**src/rtl/sap_cpu_pkg.sv**
```systemverilog
// Shared opcode encodings and controller state type for the SAP accumulator core.
package sap_cpu_pkg;

  localparam logic [3:0] OP_NOP = 4'h0;
  localparam logic [3:0] OP_LDA = 4'h1;
  localparam logic [3:0] OP_ADD = 4'h2;
  localparam logic [3:0] OP_SUB = 4'h3;
  localparam logic [3:0] OP_STA = 4'h4;
  localparam logic [3:0] OP_LDI = 4'h5;
  localparam logic [3:0] OP_JMP = 4'h6;
  localparam logic [3:0] OP_JC  = 4'h7;
  localparam logic [3:0] OP_JZ  = 4'h8;
  localparam logic [3:0] OP_OUT = 4'hE;
  localparam logic [3:0] OP_HLT = 4'hF;

  typedef enum logic [2:0] {
    IDLE,
    PROG,
    FETCH,
    EXEC,
    HALT
  } state_e;

endpackage

```
**src/rtl/sap_cpu_ram.sv**
```systemverilog
// Unified program/data RAM: one synchronous write port, one combinational read port,
// whole array cleared asynchronously on reset.
module sap_cpu_ram #(
  parameter int DATA_W = 8,
  parameter int ADDR_W = 4
) (
  input  logic              clk,
  input  logic              rst,
  input  logic              we_i,
  input  logic [ADDR_W-1:0] waddr_i,
  input  logic [DATA_W-1:0] wdata_i,
  input  logic [ADDR_W-1:0] raddr_i,
  output logic [DATA_W-1:0] rdata_o
);

  localparam int DEPTH = 2 ** ADDR_W;

  logic [DATA_W-1:0] mem_q [DEPTH];

  always_ff @(posedge clk or posedge rst) begin
    if (rst) begin
      for (int i = 0; i < DEPTH; i++) mem_q[i] <= '0;
    end else if (we_i) begin
      mem_q[waddr_i] <= wdata_i;
    end
  end

  // Read sees the pre-write contents when addresses collide.
  assign rdata_o = mem_q[raddr_i];

endmodule

```
**src/rtl/sap_cpu_core.sv**
```systemverilog
// Accumulator CPU core: program loader (valid/ready), 2-cycle fetch/execute,
// conditional jumps on carry/zero, and halt with re-entry into program load.
module sap_cpu_core
  import sap_cpu_pkg::*;
#(
  parameter int DATA_W = 8,
  parameter int ADDR_W = 4
) (
  input  logic              clk,
  input  logic              rst,
  input  logic              prog_mode,
  input  logic              prog_valid,
  input  logic [DATA_W-1:0] prog_data,
  output logic              prog_ready,
  output logic              prog_done,
  output logic [DATA_W-1:0] out_data,
  output logic              out_valid,
  output logic              halted,
  output logic              cf,
  output logic              zf
);

  localparam int OPND_W = DATA_W - 4;

  state_e            state_q, state_d;
  logic [ADDR_W-1:0] pc_q, pc_d, wptr_q, wptr_d;
  logic [DATA_W-1:0] a_q, a_d, ir_q, ir_d, out_q, out_d;
  logic              cf_q, cf_d, zf_q, zf_d, ov_q, ov_d, done_q, done_d;

  logic              ram_we;
  logic [ADDR_W-1:0] ram_waddr, ram_raddr;
  logic [DATA_W-1:0] ram_wdata, ram_rdata;

  logic [DATA_W:0]   alu;
  logic [3:0]        opcode;
  logic [ADDR_W-1:0] addr;

  assign opcode = ir_q[DATA_W-1:DATA_W-4];
  assign addr   = ir_q[ADDR_W-1:0];

  sap_cpu_ram #(.DATA_W(DATA_W), .ADDR_W(ADDR_W)) u_ram (
    .clk    (clk),
    .rst    (rst),
    .we_i   (ram_we),
    .waddr_i(ram_waddr),
    .wdata_i(ram_wdata),
    .raddr_i(ram_raddr),
    .rdata_o(ram_rdata)
  );

  always_comb begin
    state_d   = state_q;
    pc_d      = pc_q;
    wptr_d    = wptr_q;
    a_d       = a_q;
    ir_d      = ir_q;
    out_d     = out_q;
    cf_d      = cf_q;
    zf_d      = zf_q;
    ov_d      = 1'b0;
    done_d    = done_q;
    ram_we    = 1'b0;
    ram_waddr = wptr_q;
    ram_wdata = prog_data;
    ram_raddr = pc_q;
    alu       = '0;

    case (state_q)
      IDLE: state_d = prog_mode ? PROG : FETCH;

      PROG: begin
        if (prog_valid && prog_ready) begin
          ram_we = 1'b1;
          wptr_d = wptr_q + 1'b1;
          if (wptr_q == '1) done_d = 1'b1;
        end
        if (!prog_mode) begin
          state_d = FETCH;
          pc_d    = '0;
          a_d     = '0;
          cf_d    = 1'b0;
          zf_d    = 1'b0;
        end
      end

      FETCH: begin
        ir_d    = ram_rdata;
        pc_d    = pc_q + 1'b1;
        state_d = EXEC;
      end

      EXEC: begin
        ram_raddr = addr;
        state_d   = FETCH;
        case (opcode)
          OP_LDA: a_d = ram_rdata;
          OP_ADD: begin
            alu  = {1'b0, a_q} + {1'b0, ram_rdata};
            a_d  = alu[DATA_W-1:0];
            cf_d = alu[DATA_W];
            zf_d = (alu[DATA_W-1:0] == '0);
          end
          // Two's-complement subtract: carry out set means no borrow.
          OP_SUB: begin
            alu  = {1'b0, a_q} + {1'b0, ~ram_rdata} + {{DATA_W{1'b0}}, 1'b1};
            a_d  = alu[DATA_W-1:0];
            cf_d = alu[DATA_W];
            zf_d = (alu[DATA_W-1:0] == '0);
          end
          OP_STA: begin
            ram_we    = 1'b1;
            ram_waddr = addr;
            ram_wdata = a_q;
          end
          OP_LDI: a_d = {4'b0000, ir_q[OPND_W-1:0]};
          OP_JMP: pc_d = addr;
          OP_JC:  if (cf_q) pc_d = addr;
          OP_JZ:  if (zf_q) pc_d = addr;
          OP_OUT: begin
            out_d = a_q;
            ov_d  = 1'b1;
          end
          OP_HLT: state_d = HALT;
          default: ;
        endcase
      end

      HALT: begin
        if (prog_mode) begin
          state_d = PROG;
          wptr_d  = '0;
          done_d  = 1'b0;
        end
      end

      default: state_d = IDLE;
    endcase
  end

  always_ff @(posedge clk or posedge rst) begin
    if (rst) begin
      state_q <= IDLE;
      pc_q    <= '0;
      wptr_q  <= '0;
      a_q     <= '0;
      ir_q    <= '0;
      out_q   <= '0;
      cf_q    <= 1'b0;
      zf_q    <= 1'b0;
      ov_q    <= 1'b0;
      done_q  <= 1'b0;
    end else begin
      state_q <= state_d;
      pc_q    <= pc_d;
      wptr_q  <= wptr_d;
      a_q     <= a_d;
      ir_q    <= ir_d;
      out_q   <= out_d;
      cf_q    <= cf_d;
      zf_q    <= zf_d;
      ov_q    <= ov_d;
      done_q  <= done_d;
    end
  end

  assign prog_ready = (state_q == PROG) && !done_q;
  assign prog_done  = done_q;
  assign out_data   = out_q;
  assign out_valid  = ov_q;
  assign halted     = (state_q == HALT);
  assign cf         = cf_q;
  assign zf         = zf_q;

endmodule
```
**config.mk**
```make
export PLATFORM = sky130hd
export DESIGN_NAME = sap_cpu_core
export DESIGN_NICKNAME = d
export VERILOG_FILES = /design/src/rtl/sap_cpu_pkg.sv /design/src/rtl/sap_cpu_ram.sv /design/src/rtl/sap_cpu_core.sv
export SDC_FILE = /design/constraint.sdc
export NUM_CORES = 1
export LEC_CHECK = 0
export ABC_AREA = 1
export CAP_MARGIN = 20
export CORE_MARGIN = 2
export CORE_UTILIZATION = 40
export CTS_CLUSTER_SIZE = 20
export DETAILED_ROUTE_END_ITERATION = 10
export PLACE_DENSITY_LB_ADDON = 0.15
export REMOVE_ABC_BUFFERS = 1
export SLEW_MARGIN = 20
export SYNTH_ARGS = -nofsm -noshare
export SYNTH_HDL_FRONTEND = slang
export SYNTH_SLANG_ARGS = --single-unit
```
**constraint.sdc**
```tcl
create_clock -name clk -period 6 [get_ports clk]
set_input_delay 1.2 -clock clk [delete_from_list [all_inputs] [get_ports clk]]
set_output_delay 1.2 -clock clk [all_outputs]
set_load 0.01 [all_outputs]
```
==> summary.txt, run 1 <==
Pwr
  – Clk pwr share: 19.1%
  – P_int: 3.15 mW
  – Leakage power: 4.71 nW
  – Net Sw Frac: 48.0%
  – VDD IR-drop max: 0.244 mV
  – Flop pwr share: 27.3%
  – Combinational Power Share: 53.6%
  – Pwr Density: 612 mW/mm²
  – Sw power: 2.91 mW

Logic synthesis
  – Async SR Flop Fraction: 100%
  – Primary FF master, synth: dfrtp_1
  – Distinct cells, synth: 29
  – Synth area leaders: dfrtp_1, nand2_1, o21ai_0
  – Sequential area share after synthesis: 47.6%
  – Synthesized area per cell: 7.59 µm²
  – Post-synth top cells: nand2_1, dfrtp_1, o21ai_0
  – Yosys top cell by area: dfrtp_1
  – Seq cells post-synth: 167
  – Yosys warns: 0
  – Mapped Area: 0.00878 mm²
  – Most numerous cell in the Yosys netlist: nand2_1
  – Syn Inst Count: 1156
  – EDFF count, synth: 0
  – Yosys top cell area share: 47.6%

GRT
  – GRT Overall Usage: 22.0%
  – First-pass GRT wire length: 40500 µm
  – Initial antenna violation count: 0
  – Total grt overflow: 0
  – Vias in the first global route: 7345
  – Pin count of the biggest net entering global routing: 84

Timing
  – Setup violations, final: 0
  – Max-slew headroom: 28.6%
  – Clock Skew: 0.0125 ns
  – Fmax: 0.229 GHz
  – Worst slew pin tran: 1.05 ns
  – Final Hold Fails: 0
  – Tcrit/Tclk final: 72.9%
  – Setup TNS: 0 ns
  – Unrepaired setup endpoints after global routing: false
  – Post-route minimum period: 4.37 ns
  – Final Max Tran Viols: 0

Placed design
  – Placed Instances: 1423
  – Gpl congestion: 0.894
  – I/O Buffers: 25
  – HPWL after detailed placement: 16500 µm

Floorplan
  – Starting Density: 40.5%
  – Chip width: 152 µm
  – Die height: 152 µm
  – Die area: 0.0231 mm²
  – Core footprint: 0.0217 mm²
  – # IOs: 26
  – Site row count: 54

Clock network
  – Clock buffer depth: 2
  – CTS Hold Buffers Added: 0
  – TritonCTS Buffers: 17
  – Resized cells post-CTS: 0
  – # H-tree levels: 4
  – Clock Latency Late Sink: 0.44 ns
  – Post-CTS setup buffers: 0
  – CTS tree: built
  – CTS clk-pin slew, worst paths: 0.06 ns
  – Clock Sinks: 167
  – Root Buffer: clkbuf_16

Worst setup path
  – Startpoint Class: flip-flop
  – R2r setup slk: 1.63 ns
  – Worst Setup End Kind: flip-flop
  – CP Data Arrival Time: 4.70 ns
  – CP startpoint: state_q[2]
  – Reg-to-reg endpoint: zf
  – Worst reg2reg path depth: 25
  – Critical R2R Launch: state_q[2]
  – CP required: 6.32 ns
  – Crit Path Max Fanout: 38
  – CP Class: reg2reg
  – Worst setup path endpoint: zf

Routing
  – Iter 0 DRT Violations: 588
  – Drt drc: 0
  – Met2 WL post-DR: 11400 µm
  – Vias: 7671
  – First-pass DRT Iterations: 5
  – Final antenna-violating net count: 0
  – Top Metal Used: met4
  – DR WL met3: 958 µm
  – Vias per cell: 5.27
  – Routed WL per cell: 17.1 µm
  – Post-Route M1 WL: 12200 µm
  – Final wirelength: 24900 µm

Layout
  – # fillers: 2168
  – Nets: 1196
  – Share of cells above drive strength 1: 5.70%
  – Antenna cells: 0
  – Area grow syn2layout: 12.7%
  – Non-filler cells, final: 1455

Min path
  – Hold Crit Class: reg2reg

Run status
  – Outcome: completed

Job
  – Max_cap viols: 0
==> critical path: stages (launching register included) <==
cell	delay, ns
dfrtp_1	0.43
inv_1	0.10
nand3_1	0.08
buf_4	0.23
nand2_1	0.18
nand2_2	0.64
buf_4	0.34
nand2_1	0.07
nand3_1	0.09
nand3_1	0.08
nand3_1	0.14
nand2_1	0.11
inv_1	0.11
ha_1	0.20
inv_1	0.06
fa_1	0.40
o21ai_0	0.32
nand2_1	0.12
nand2_1	0.11
nand2_1	0.07
nand3_1	0.08
nor2_1	0.04
nand2_1	0.06
nand2_1	0.04
nand3_1	0.07
nand2_1	0.05
==> cells by family after synthesis <==
logic type	synth area share, %
adder cells (fa/ha/maj)	3.31
XOR/XNOR	0.599
AND/OR/NAND/NOR	29.3
AO/OA/AOI/OAI	12.1
buffers and inverters	6.49
flip-flops	47.6
multiplexers	0.570
==> metrics by stage <==
step | hold slack [ns] | setup WS [ns] | power, mW | instance area (µm²) | util, %
floorplan | 0.448 | 0.282 | 3.83 | 8510 | -
global placement | 0.454 | 1.84 | 4.85 | 9270 | 42.8
detailed placement | 0.458 | 1.72 | 4.87 | 9280 | 42.8
CTS | 0.475 | 1.68 | 6.04 | 9890 | 45.6
global route | 0.491 | 1.24 | 6.54 | 9890 | 45.6
finish | 0.470 | 1.63 | 6.05 | 9890 | 45.6
==> cells in the final DEF (no fill, tap or decap), types with 2 or more instances in the layout <==
cell,Yosys,routed
inv_1,80,79
clkinv_2,0,2
bufinv_16,0,3
nand4_1,7,7
clkdlybuf4s50_1,0,25
o21ai_1,11,10
ha_1,20,20
nor2_2,4,4
o21ai_0,155,154
nor3_4,2,2
o22ai_1,3,3
clkbuf_16,0,17
clkbuf_1,31,3
dfrtp_1,167,167
o21ai_4,2,3
a21oi_2,2,4
fa_1,2,2
nand2_1,416,414
o211ai_1,7,7
xor2_1,5,5
nand3_1,137,137
clkbuf_8,0,2
nor3_1,8,8
inv_6,0,4
mux2i_1,5,3
nand2_2,0,2
buf_4,1,16
a21oi_1,21,19
nor2_1,43,43
==> worst min-delay path by stage <==
| stage | from | end | slack [ns] | cells after the start |
|---|---|---|---|---|
| after global placement | out_data[2] | out_data[2] | 0.45 | 2 |
| after detailed placement | out_data[4] | out_data[4] | 0.46 | 2 |
| after CTS | out_data[2] | out_data[2] | 0.48 | 2 |
| after global routing | out_data[6] | out_data[6] | 0.49 | 2 |
| final | out_data[2] | out_data[2] | 0.47 | 2 |
| after floorplan | u_ram.mem_q[95] | u_ram.mem_q[95] | 0.45 | 2 |
==> metal layers <==
| layer | up-vias | global-route usage (%) |
|---|---|---|
| li1 | 3770 | - |
| met1 | 3711 | 31.2 |
| met2 | 169 | 35.2 |
| met3 | 21 | 2.96 |
| met4 | 0 | 6.81 |
| met5 | - | 0 |
==> power by group through the flow <==
stage	clock network (mW)	logic (mW)	registers, mW
finish	1.16	3.24	1.65
global route	1.22	3.63	1.69
CTS	1.17	3.22	1.65
detailed placement	0	3.21	1.67
global placement	0	3.19	1.67
floorplan	0	2.20	1.62
==> registers in the layout (all words and copies together) (netlist names) <==
signal	cells
out_valid	1
state_q	3
u_ram.mem_q	128
cf	1
a_q	8
pc_q	4
ir_q	8
prog_done	1
zf	1
out_data	8
wptr_q	4
==> final cells by class <==
type	count	area (µm²)	share of cell area, %
Clock buffer	22	464	4.69
Inverter	81	309	3.12
Timing Repair Buffer	41	370	3.74
Clock inverter	10	143	1.44
Tap cell	280	350	3.54
Multi-Input combinational cell	854	4070	41.2
Sequential cell	167	4180	42.3
No activity file was read; power rests on OpenSTA's default activity.
==> run 2: changes to the inputs <==
clock period = 4.55 ns   (was 6 ns; I/O delays follow)
==> run 2 against run 1 <==
Register-to-register slack worse by 1.0 ns. Count of clock-buffer cells in the layout stayed put. Global-route usage up 0.34 points. Clock power is 25% higher. Clock skew is 0.0014 ns lower. First-iteration DRC count up 16%. Worst setup slack worse by 1.0 ns. Wire length up 0.76%. Non-clock buffer count unchanged. Critical path depth decreased by 4. Sequential cell count unchanged. Critical endpoint unchanged.
==> summary.txt, run 2 (synthesis results as in run 1) <==
Run status
  – Outcome: completed

Worst setup path
  – Worst reg2reg path depth: 21 (-16%)
  – CP Data Arrival Time: 4.31 ns (-0.39 ns)
  – Reg-to-reg endpoint: zf
  – Startpoint Class: flip-flop
  – Worst setup path endpoint: zf
  – Most used cell along the critical path: nand3_1
  – CP Class: reg2reg
  – R2r setup slk: 0.60 ns (-1.02 ns)
  – CP cell instances: inv_1, nand3_1, o21ai_2, buf_4, nand3_1, nand3_1, nand3_1, nand2_1, inv_1, fa_1, inv_1, nand3_1, nand2_1, nand2_1, nand2_1, nand3_1, nand2_1, nand3_1, nor2_1, nand3_1, nand2_1
  – Largest stage delay, worst path: 0.83 ns (+0.19 ns)
  – CP max stage cell: o21ai_2
  – Worst Setup End Kind: flip-flop
  – CP startpoint: state_q[2]
  – CP required: 4.92 ns (-1.40 ns)
  – Crit Path Max Fanout: 20 (-47%)
  – Critical R2R Launch: state_q[2]

Timing
  – Fmax: 0.253 GHz (+11%)
  – Final Hold Fails: 0 (unchanged)
  – Tcrit/Tclk final: 86.7% (+14 points)
  – Worst slew pin tran: 1.03 ns (-0.0210 ns)
  – Final Max Tran Viols: 0 (unchanged)
  – Fin worst setup slack: 0.604 ns (-1.02 ns)
  – Post-route minimum period: 3.95 ns (-0.428 ns)
  – Unrepaired setup endpoints after global routing: false
  – Clock Skew: 0.0112 ns (-0.00139 ns)
  – Max-slew headroom: 30.0% (+1.4 points)
  – Setup violations, final: 0 (unchanged)

Clock network
  – Resized cells post-CTS: 0 (unchanged)
  – CTS Hold Buffers Added: 0 (unchanged)
  – CTS tree: built
  – # H-tree levels: 4 (unchanged)
  – Post-CTS setup buffers: 0 (unchanged)
  – CTS clk-pin slew, worst paths: 0.06 ns (about the same)
  – Clock Sinks: 167 (unchanged)
  – Root Buffer: clkbuf_16
  – Clock Latency Late Sink: 0.43 ns (about the same)
  – Clock buffer depth: 2 (unchanged)
  – TritonCTS Buffers: 17 (unchanged)

GRT
  – Total grt overflow: 0 (unchanged)
  – Initial antenna violation count: 0 (unchanged)
  – GRT Overall Usage: 22.3% (+0.34 points)
  – Vias in the first global route: 7383 (+0.52%)
  – Pin count of the biggest net entering global routing: 80 (-4.8%)
  – First-pass GRT wire length: 41000 µm (+1.1%)

Routing
  – First-pass DRT Iterations: 5 (unchanged)
  – Vias per cell: 5.21 (-1.1%)
  – Drt drc: 0 (unchanged)
  – Final antenna-violating net count: 0 (unchanged)
  – Routed WL per cell: 17.3 µm (+0.82%)
  – Final wirelength: 25100 µm (+0.76%)
  – Vias: 7580 (-1.2%)
  – Iter 0 DRT Violations: 684 (+16%)

Layout
  – Share of cells above drive strength 1: 5.54% (-0.17 points)
  – Top reg by flops: u_ram.mem_q
  – Commonest non-fill, non-tap cells in the layout: nand2_1, dfrtp_1, o21ai_0
  – Commonest non-fill, non-tap cell in the layout: nand2_1
  – Nets: 1196 (unchanged)
  – Max reg flops: 128 (unchanged)
  – Antenna cells: 0 (unchanged)
  – Area grow syn2layout: 12.6% (about the same)
  – Non-filler cells, final: 1454 (-0.069%)

Pwr
  – Combinational Power Share: 54.4% (+0.8 points)
  – Flop pwr share: 27.5% (+0.2 points)
  – Pwr Density: 806 mW/mm² (+32%)
  – Leakage power: 4.71 nW (about the same)
  – P_int: 4.12 mW (+31%)
  – Clk pwr share: 18.2% (-0.9 points)
  – Sw power: 3.85 mW (+32%)
  – VDD IR-drop max: 0.288 mV (+18%)
  – Net Sw Frac: 48.3% (+0.26 points)

Placed design
  – Placed Instances: 1423 (unchanged)
  – Gpl congestion: 0.929 (+3.9%)
  – Post-Place Setup Slack: 0.630 ns (-1.09 ns)
  – HPWL after detailed placement: 16900 µm (+2.4%)
  – I/O Buffers: 25 (unchanged)

Min path
  – Hold wc startpoint: out_data[2]
  – Hold Crit Class: reg2reg
  – Hold path depth: 2 (unchanged)

Floorplan
  – # IOs: 26 (unchanged)
  – Starting Density: 40.5% (unchanged)
  – Die height: 152 µm (unchanged)
  – Core footprint: 0.0217 mm² (unchanged)
  – Site row count: 54 (unchanged)
  – Die area: 0.0231 mm² (unchanged)
  – Chip width: 152 µm (unchanged)

Job
  – Max_cap viols: 0 (unchanged)
[run 2: cell count changes in the layout (fill, tap and decap cells not counted), sizes merged]
| cell | delta |
|---|---|
| bufinv | -1 |
| clkinvlp | -1 |
| inv | +1 |
[run 2: power by group through the flow]
stage | Clock, mW | Sequential (mW) | Combinational, mW
2_1_floorplan | 0 | 2.14 | 2.91
4_1_cts | 1.48 | 2.18 | 4.31
3_3_place_gp | 0 | 2.20 | 4.27
3_5_place_dp | 0 | 2.21 | 4.29
6_report | 1.45 | 2.19 | 4.33
5_1_grt | 1.54 | 2.24 | 4.83
[run 2: worst max-delay path: cells and delay by family (launching register included)]
family,cells,cell delay [ns]
AOI/OAI and AO/OA,1,0.83
buffers and inverters,4,0.63
adders and majority gates,1,0.44
and+or+nand+nor,15,1.54
DFF,1,0.45
[run 2: through the flow]
step | total power, mW | setup TNS, ns | hold WS [ns] | area [µm²] | utilization [%]
6_report | 7.97 | 0 | 0.466 | 9890 | 45.6
5_1_grt | 8.62 | 0 | 0.490 | 9890 | 45.6
4_1_cts | 7.97 | 0 | 0.474 | 9890 | 45.6
3_5_place_dp | 6.50 | 0 | 0.458 | 9320 | 43.0
3_3_place_gp | 6.47 | 0 | 0.456 | 9320 | 43.0
2_1_floorplan | 5.05 | -146.69 | 0.448 | 8510 | -
[run 2: cell type report]
| cell class | count | area, µm² |
|---|---|---|
| flip-flops and latches | 167 | 4180 |
| inverters | 81 | 309 |
| repair buffers | 41 | 420 |
| clock buffers | 22 | 454 |
| clock inverters | 9 | 118 |
| well taps | 280 | 350 |
| multi-input cells | 854 | 4060 |
| fillers | 2147 | 11800 |
[run 2: how the worst min path moves through the flow]
stage	slack [ns]	end
final	0.47	out_data[2]
after CTS	0.47	out_data[2]
after global placement	0.46	out_data[3]
after floorplan	0.45	u_ram.mem_q[95]
after global routing	0.49	out_data[6]
after detailed placement	0.46	out_data[2]
[run 2: metal layers]
metal	track usage [%]	wire length (µm)	up-vias
li1	-	-	3773
met2	35.1	11300	178
met3	3.92	1040	20
met1	32.4	12400	3609
met5	0	0	-
met4	5.16	347	0
